--- config.mk ---
export PLATFORM = sky130hd
export DESIGN_NAME = move_sequencer
export DESIGN_NICKNAME = d
export VERILOG_FILES = /design/src/rtl/move_sequencer.sv
export SDC_FILE = /design/constraint.sdc
export NUM_CORES = 1
export LEC_CHECK = 0
export BUFFER_PORTS_ARGS = -buffer_cell sky130_fd_sc_hd__buf_2
export CORE_MARGIN = 5
export CORE_UTILIZATION = 30
export DETAILED_ROUTE_END_ITERATION = 12
export GPL_TIMING_DRIVEN = 0
export HOLD_SLACK_MARGIN = 0.05
export PLACE_DENSITY = 0.51
export RECOVER_POWER = 50
export SLEW_MARGIN = 15
export SYNTH_ARGS = -nofsm -noshare
export SYNTH_HDL_FRONTEND = slang
export SYNTH_SLANG_ARGS = --single-unit
--- constraint.sdc ---
create_clock -name clk -period 4.4 [get_ports clk]
set_clock_uncertainty 0.1 [all_clocks]
set_input_delay 0.66 -clock clk [delete_from_list [all_inputs] [get_ports clk]]
set_output_delay 0.66 -clock clk [all_outputs]
set_load 0.01 [all_outputs]
--- src/rtl/move_sequencer.sv ---
// Sokoban move sequencer: validates direction requests against the wall/box
// bitmaps, strobes position updates to the game core, and keeps an undo history.
//
// state  | meaning
// IDLE   | waiting for retry / retract / direction request
// CHECK  | legality check of the latched direction against man/wall/box
// COMMIT | update strobe for a legal move, history push on exit
// UNDO   | update strobe reversing the newest history entry, pop on exit
module move_sequencer #(
  parameter int DEPTH = 16,
  parameter int AW    = 4
) (
  input  logic          clk,
  input  logic          reset_n,
  input  logic          dir_valid,
  input  logic [1:0]    dir,
  output logic          dir_ready,
  input  logic          retract,
  input  logic          retry,
  input  logic [5:0]    man,
  input  logic [63:0]   wall,
  input  logic [63:0]   box,
  output logic          upd_valid,
  output logic [5:0]    upd_man,
  output logic          upd_box_mv,
  output logic [5:0]    upd_box_from,
  output logic [5:0]    upd_box_to,
  output logic          blocked,
  output logic          retry_req,
  output logic [AW:0]   hist_count
);

  localparam logic [1:0] IDLE   = 2'd0;
  localparam logic [1:0] CHECK  = 2'd1;
  localparam logic [1:0] COMMIT = 2'd2;
  localparam logic [1:0] UNDO   = 2'd3;

  localparam logic [AW:0] FULL = (AW+1)'(DEPTH);

  logic [1:0]    state;
  logic [1:0]    dir_q;
  logic [AW-1:0] wr_ptr;
  logic [AW-1:0] rd_ptr;
  logic [AW:0]   cnt;
  logic [2:0]    hist_mem [DEPTH];

  logic          t1_ok;
  logic          t2_ok;
  logic [5:0]    t1;
  logic [5:0]    t2;
  logic          t1_has_box;
  logic          legal;

  logic [2:0]    entry;
  logic [5:0]    undo_man;
  logic [5:0]    undo_box_from;

  // Off-board detection uses the row (bits 5:3) and column (bits 2:0) fields.
  function automatic logic step_ok(input logic [5:0] c, input logic [1:0] d);
    logic ok;
    case (d)
      2'b00:   ok = (c[5:3] != 3'd0);
      2'b01:   ok = (c[5:3] != 3'd7);
      2'b10:   ok = (c[2:0] != 3'd0);
      default: ok = (c[2:0] != 3'd7);
    endcase
    return ok;
  endfunction

  function automatic logic [5:0] step_to(input logic [5:0] c, input logic [1:0] d);
    logic [5:0] n;
    case (d)
      2'b00:   n = c - 6'd8;
      2'b01:   n = c + 6'd8;
      2'b10:   n = c - 6'd1;
      default: n = c + 6'd1;
    endcase
    return n;
  endfunction

  always_comb begin
    t1         = step_to(man, dir_q);
    t2         = step_to(t1, dir_q);
    t1_ok      = step_ok(man, dir_q);
    t2_ok      = t1_ok && step_ok(t1, dir_q);
    t1_has_box = box[t1];
    legal      = t1_ok && !wall[t1] &&
                 (!t1_has_box || (t2_ok && !wall[t2] && !box[t2]));
  end

  // Undo reads the newest entry {dir, pushed}; opposite direction flips bit 0.
  always_comb begin
    rd_ptr        = wr_ptr - AW'(1);
    entry         = hist_mem[rd_ptr];
    undo_man      = step_to(man, entry[2:1] ^ 2'b01);
    undo_box_from = step_to(man, entry[2:1]);
  end

  always_ff @(posedge clk or negedge reset_n) begin
    if (!reset_n) begin
      state        <= IDLE;
      dir_q        <= 2'b00;
      wr_ptr       <= '0;
      cnt          <= '0;
      upd_valid    <= 1'b0;
      upd_man      <= 6'd0;
      upd_box_mv   <= 1'b0;
      upd_box_from <= 6'd0;
      upd_box_to   <= 6'd0;
      blocked      <= 1'b0;
      retry_req    <= 1'b0;
    end else begin
      upd_valid <= 1'b0;
      blocked   <= 1'b0;
      retry_req <= 1'b0;
      case (state)
        IDLE: begin
          if (retry) begin
            retry_req <= 1'b1;
            wr_ptr    <= '0;
            cnt       <= '0;
          end else if (retract && (cnt != '0)) begin
            state        <= UNDO;
            upd_valid    <= 1'b1;
            upd_man      <= undo_man;
            upd_box_mv   <= entry[0];
            upd_box_from <= undo_box_from;
            upd_box_to   <= man;
          end else if (dir_valid) begin
            state <= CHECK;
            dir_q <= dir;
          end
        end
        CHECK: begin
          if (legal) begin
            state        <= COMMIT;
            upd_valid    <= 1'b1;
            upd_man      <= t1;
            upd_box_mv   <= t1_has_box;
            upd_box_from <= t1;
            upd_box_to   <= t2;
          end else begin
            state   <= IDLE;
            blocked <= 1'b1;
          end
        end
        COMMIT: begin
          state  <= IDLE;
          wr_ptr <= wr_ptr + AW'(1);
          if (cnt != FULL) cnt <= cnt + (AW+1)'(1);
        end
        default: begin
          state  <= IDLE;
          wr_ptr <= rd_ptr;
          cnt    <= cnt - (AW+1)'(1);
        end
      endcase
    end
  end

  // When full, the push lands on the oldest entry since wr_ptr has wrapped onto it.
  always_ff @(posedge clk) begin
    if (state == COMMIT) hist_mem[wr_ptr] <= {dir_q, upd_box_mv};
  end

  assign dir_ready  = (state == IDLE);
  assign hist_count = cnt;

endmodule

Yosys cells after proc, flatten, opt, wreduce, memory -nomap -nowiden. Memories as Yosys holds them, arrays and structs flattened. Cells that the tools add are included.

Bitwise operators: 4. Magnitude comparators: 2. Multiplexer cells: 49. Add/sub/neg operators: 12. Reductions and logical operators: 26. Equal/unequal tests: 19.

Operators by type and width (count): case mux 6 bit (3 select lines) (4); two-way mux 6 bit (8); case mux 6 bit (2 select lines) (3); binary-select mux 1 bit (select 6 bit) (4); two-way mux 1 bit (16); case mux 5 bit (3 select lines) (1); < comparator 6 x 7 -> 1 bit (second input constant) (2); adder 6 x 1 -> 6 bit (second input constant) (2); adder 6 x 4 -> 6 bit (second input constant) (2); != test 3 bit (second input constant) (4); case mux 4 bit (3 select lines) (1); nonzero test 3 bit (4); subtractor 6 x 1 -> 6 bit (second input constant) (2); subtractor 6 x 4 -> 6 bit (second input constant) (2); two-way mux 5 bit (2); equality test 2 x 1 -> 1 bit (second input constant) (4); equality test 2 bit (second input constant) (4); zero test 2 bit (4); two-way mux 2 bit (4); AND reduction 4 bit (2); logical AND 1 bit (6); != test 2 bit (second input constant) (3); case mux 1 bit (3 select lines) (2); adder 5 x 1 -> 5 bit (second input constant) (1); other kinds (16) (25).

Bits in registers: 35. Output and inout bits: 28. Memories kept: 1. Bits in writable memories: 48.

Memories: hist_mem (words 16, width 3, read ports 1, clocked after memory_dff 0, write ports 1, line 45) `logic [2:0] hist_mem [DEPTH];`.

Depth between registers and ports, before layout.
Word-level depth: 13. Gate-level depth with buffers: 24. Mapped depth without buffers: 17.

Worst setup path after synthesis. No wires, ideal clock.

Path kind: in2reg. Start point: in man[1]. End point: reg upd_box_from[0]. Cell stages on the path: 24. Path slack: -0.790 ns. Arrival time: 4.965 ns. Cells stage by stage: buf_4 -> buf_2 -> buf_2 -> inv_1 -> ha_1 -> mux2i_1 -> o21ai_0 -> and2_1 -> inv_1 -> buf_2 -> buf_2 -> ha_1 -> nor2b_1 -> o21ai_0 -> nor3b_1 -> o31a_1 -> clkbuf_1 -> mux2i_1 -> mux2i_1 -> mux2_2 -> a211o_1 -> a21o_1 -> buf_6 -> mux2_4.

Word-level cells in the longest chain between the ends: 13.

RTL lines: start: declaration (line 20) `input logic [5:0] man,`; adder 6 x 1 -> 6 bit, or another cell as far along (line 76) `default: n = c + 6'd1;`; case mux 6 bit (3 select lines) (line 72) `case (d)`; adder 6 x 1 -> 6 bit, or another cell as far along (line 76); case mux 6 bit (3 select lines) (line 72); binary-select mux 1 bit (select 6 bit) (line 88) `(!t1_has_box || (t2_ok && !wall[t2] && !box[t2]));`; two-way mux 1 bit (implied by the code) (line 88); zero test 1 bit (line 88); logical AND 1 bit (2 in series) (line 88); logical OR 1 bit (line 88); logical AND 1 bit (*) (line 87) `legal = t1_ok && !wall[t1] &&`; != test 2 bit (no source line) (*); AND reduction 4 bit (no source line) (*); end signal: assignment (line 127) `upd_box_from <= undo_box_from;`; end signal: assignment (line 140) `upd_box_from <= t1;`; end: declaration (line 26) `output logic [5:0] upd_box_from,`.

Mark *: on every way between the ends. The rest lies on a longest branch, timed or not. The select of a mux whose other input is x is not followed. A chain may end at the register's enable or synchronous reset.

Worst setup path after layout.
Start point: in man[2]. End point: reg upd_box_to[0].

Word-level cells in the longest chain between the ends: 13.

RTL lines: adder 6 x 1 -> 6 bit, or another cell as far along (line 76); case mux 6 bit (3 select lines) (line 72); adder 6 x 1 -> 6 bit, or another cell as far along (line 76); case mux 6 bit (3 select lines) (line 72); binary-select mux 1 bit (select 6 bit) (line 88); two-way mux 1 bit (implied by the code) (line 88); zero test 1 bit (line 88); logical AND 1 bit (2 in series) (line 88); logical OR 1 bit (line 88); logical AND 1 bit (*) (line 87); != test 2 bit (no source line) (*); AND reduction 4 bit (no source line) (*); end signal: assignment (line 128) `upd_box_to <= man;`; end signal: assignment (line 141) `upd_box_to <= t2;`; end: declaration (line 27) `output logic [5:0] upd_box_to,`.

Marks and branches as above.

==> out/qor.txt <==
============================================================================
Worst voltage drop across the vdd grid                              298.6 uV
Final global-route overflow total                                          0
Share of synthesized area occupied by flip-flops and latches          30.24%
Root buffer cell                                                sky130_fd_sc_hd__clkbuf_16
Share of cells above drive strength 1                                 37.80%
Cell family with most CP delay                                  compound AO/OA/AOI/OAI gates
Buffers plus inverters on the worst setup path                             6
Cell accounting for the most synthesized area                   sky130_fd_sc_hd__edfxtp_1
Slowest cell on the critical path                               sky130_fd_sc_hd__or3_4
Detailed router's first-iteration violation count                        791
DRT Wirelength                                                     30,450 um
Area grow syn2layout                                                  29.23%
Number of nets in the final layout                                     1,150
Post-layout instance count excluding filler cells                      1,323
Routed Antenna Nets                                                        0
Largest cells by area after synthesis                           sky130_fd_sc_hd__edfxtp_1 (19%), sky130_fd_sc_hd__mux4_2 (12%), sky130_fd_sc_hd__dfrtp_1 (11%)
DR vias/cell                                                           5.694
Floorplan core area                                             0.02518 mm^2
Most common library cell in the layout ignoring fill and taps   sky130_fd_sc_hd__buf_2
Worst setup margin                                                 -162.6 ps
DR DRC count                                                               0
Syn nets                                                                 950
Asr flop ratio synth                                                  42.17%
Number of ports placed on the die boundary                               169
YS warnings                                                                0
Detailed-route wire length per cell                                 23.02 um
Violated checks                                                 max-capacitance violations, max-slew violations, negative setup slack
Minimum clock period                                                 4563 ps
Wire length of the first global-routing pass                       45,400 um
Worst-case register-to-register setup slack                          -110 ps
Outcome                                                         finished with violations
Number of detailed-route iterations in the first pass                      8
Post-synth top area share                                             18.81%
Worst min path class                                            register to register
# placed instances                                                     1,284
Post-detailed-placement cell area                               0.009092 mm^2
Capturing instance or port of the critical path                 upd_box_to[0]
CTS tree                                                                done
Level count of the clock H-tree                                            3
Initial core utilization                                              30.43%
Clk_lat worst skew                                                    330 ps
GR Util All Layers                                                    20.39%
Arrival time of the worst setup path                                 4680 ps
Final setup viols                                                         17
Die W                                                               169.8 um
Maximum number of buffers from clock root to sink                          2
Mean instance size in the synthesized netlist                     9.736 um^2
Antenna violations before repair                                           2
Launch point of the worst path                                        man[2]
Number of buffers created by CTS                                           9
Post-synthesis cell type count                                            73
Pins over their slew limit                                                36
Cells along the critical path                                   buf_2, buf_6, or3_4, a2bb2oi_2, xnor2_2, inv_2, buf_4, ha_4, o21ai_1, nor3b_2, o31a_1, clkbuf_8, mux2i_1, mux2i_1, mux2_4, a211o_1, a21o_4, buf_8, mux2_4
Cell leakage power                                               0.004046 uW
Post-synth EDFFs                                                          48
Number of cells produced by synthesis                                    787
Reg2Reg Launch Point                                                dir_q[1]
Hold violation count in the final report                                   0
Height of the chip                                                  169.8 um
Number of buffer cells added on primary ports                            167
Sort of element at the start of the critical path                 input port
CTS sink cnt                                                              83
Power per cell area                                             743.4 mW/mm^2
Dominant register cell in the synthesized netlist               sky130_fd_sc_hd__edfxtp_1
Measured slew at the worst slew-check pin                            1858 ps
Maximum capacitance violations                                             1
FF-to-FF path depth                                                       16
Achievable frequency                                              0.2192 GHz
Final std cell area, no fill                                    0.009902 mm^2
Largest stage delay on the critical path                              380 ps
Global placer's final weighted congestion                             0.9513
Fraction of the cycle the final worst path needs                      103.7%
Category of the most critical setup path                        input port to register
RSZ-0062 raised after global routing                                    true
Row Count                                                                 58
R2R Path End                                                    upd_box_to[0]
Total standard cell area after synthesis                        0.007662 mm^2
Final HPWL DP                                                      23,550 um
Clock transition at path regs                                          60 ps
Via count of the first global-routing pass                             7,711
Die Footprint                                                   0.02884 mm^2
Type of element capturing the critical path                         register
Cell depth of the worst setup path                                        19
Maximum number of pins on one net before global-route repair              36
Peak fanout along the critical path                                       11
Top library cells by usage in the layout, fill and taps aside   sky130_fd_sc_hd__buf_2 (178), sky130_fd_sc_hd__nand2_1 (82), sky130_fd_sc_hd__nor2_1 (59)
Via Count                                                              7,533
CP Data Required Time                                                4520 ps
Post-synthesis sequential element count                                   83
Relative slew margins                                                -23.89%
============================================================================
==> layer usage <==
metal	up-vias	routed length (um)	share of wire (%)	GRT usage, %
met4	2	828	2.7	6.755
met3	53	2404	7.9	3.275
met5	-	7	0.023	0
met2	413	13880	46	32.57
li1	3424	-	-	-
met1	3641	13330	44	28.29
==> metrics by stage <==
stage / util [%] / TNS, ps / power [uW] / setup WS, ps / hold slack, ps
2_1_floorplan: - / -6632 / 4544 / -370.4 / 264.4
3_3_place_gp: 36.11 / -35180 / 5978 / -1689 / 392.0
3_5_place_dp: 36.11 / -34380 / 6008 / -1647 / 397.1
4_1_cts: 39.00 / -2110 / 7217 / -140.0 / 330.3
5_1_grt: 39.32 / -3689 / 7782 / -225.0 / 416.0
6_report: 39.32 / -2521 / 7361 / -162.6 / 410.3
==> cell usage after synthesis (7+ instances only) <==
library cell and instances:
sky130_fd_sc_hd__a211oi_1 15, sky130_fd_sc_hd__a21o_1 8, sky130_fd_sc_hd__a21oi_1 45, sky130_fd_sc_hd__a221oi_1 15, sky130_fd_sc_hd__a22oi_1 11, sky130_fd_sc_hd__a31oi_1 7, sky130_fd_sc_hd__and2_1 19, sky130_fd_sc_hd__buf_2 25
sky130_fd_sc_hd__buf_4 8, sky130_fd_sc_hd__clkbuf_1 19, sky130_fd_sc_hd__dfrtp_1 35, sky130_fd_sc_hd__edfxtp_1 48, sky130_fd_sc_hd__ha_1 19, sky130_fd_sc_hd__inv_1 22, sky130_fd_sc_hd__mux2_2 16, sky130_fd_sc_hd__mux2_4 16
sky130_fd_sc_hd__mux2i_1 52, sky130_fd_sc_hd__mux4_2 41, sky130_fd_sc_hd__nand2_1 83, sky130_fd_sc_hd__nand3_1 15, sky130_fd_sc_hd__nand4_1 7, sky130_fd_sc_hd__nor2_1 59, sky130_fd_sc_hd__nor2b_1 9, sky130_fd_sc_hd__nor3_1 39
sky130_fd_sc_hd__o21ai_0 30, sky130_fd_sc_hd__xnor2_1 14, sky130_fd_sc_hd__xor2_1 12
==> cell families (layout without fill, tap and decap cells) <==
family | count (synthesis) | in the layout | share of synthesized area (%)
AO/OA/AOI/OAI | 187 | 187 | 16.97
adder cells (fa/ha/maj) | 22 | 22 | 3.886
multiplexers | 125 | 125 | 24.33
XOR/XNOR | 28 | 28 | 3.397
buffers and inverters | 84 | 289 | 5.225
flip-flops | 83 | 83 | 30.24
other | 0 | 1 | 0
AND/OR/NAND/NOR | 258 | 258 | 15.95
==> timing repair <==
item / 4_1_cts / 5_1_grt
endpoints found under the setup margin: 22 / 20
gates cloned: 3 / 0
setup buffers: 22 / 4
hold buffers: 0 / 0
resized for setup: 73 / 19
pin swaps: 12 / 12
==> cell type report <==
cell class	instances	area, um^2
clock buffer	10	250.2
sequential	83	2320
multi-input combinational	620	5221
tap	330	412.9
inverter	23	118.9
antenna	1	2.502
timing repair buffer	196	1095
buffer	54	431.7
clock inverter	6	50.05
fill	2530	15280
==> worst min path at each step <==
| stage | to | cells after the start | startpoint |
|---|---|---|---|
| after floorplan | blocked | 0 | reset_n |
| after global placement | upd_box_to[0] | 1 | upd_box_to[0] |
| after detailed placement | upd_box_to[0] | 1 | upd_box_to[0] |
| after CTS | hist_count[2] | 1 | reset_n |
| after global routing | upd_box_to[0] | 1 | upd_box_to[0] |
| final | upd_box_to[0] | 1 | upd_box_to[0] |
==> report_power, final <==
group / switching, uW / leakage [uW] / internal (uW)
Sequential: 133 / 0.000863 / 1050
Combinational: 3080 / 0.00303 / 2360
Clock: 315 / 0.000150 / 426
Total: 3520 / 0.00405 / 3840
==> flip-flops by register name (all words and copies together) (netlist names) <==
register	flops
wr_ptr	4
upd_man	6
upd_box_to	6
state	2
hist_mem	48
retry_req	1
dir_q	2
blocked	1
upd_valid	1
upd_box_from	6
hist_count	5
upd_box_mv	1
Note: power is estimated with default switching activity, not from simulation.
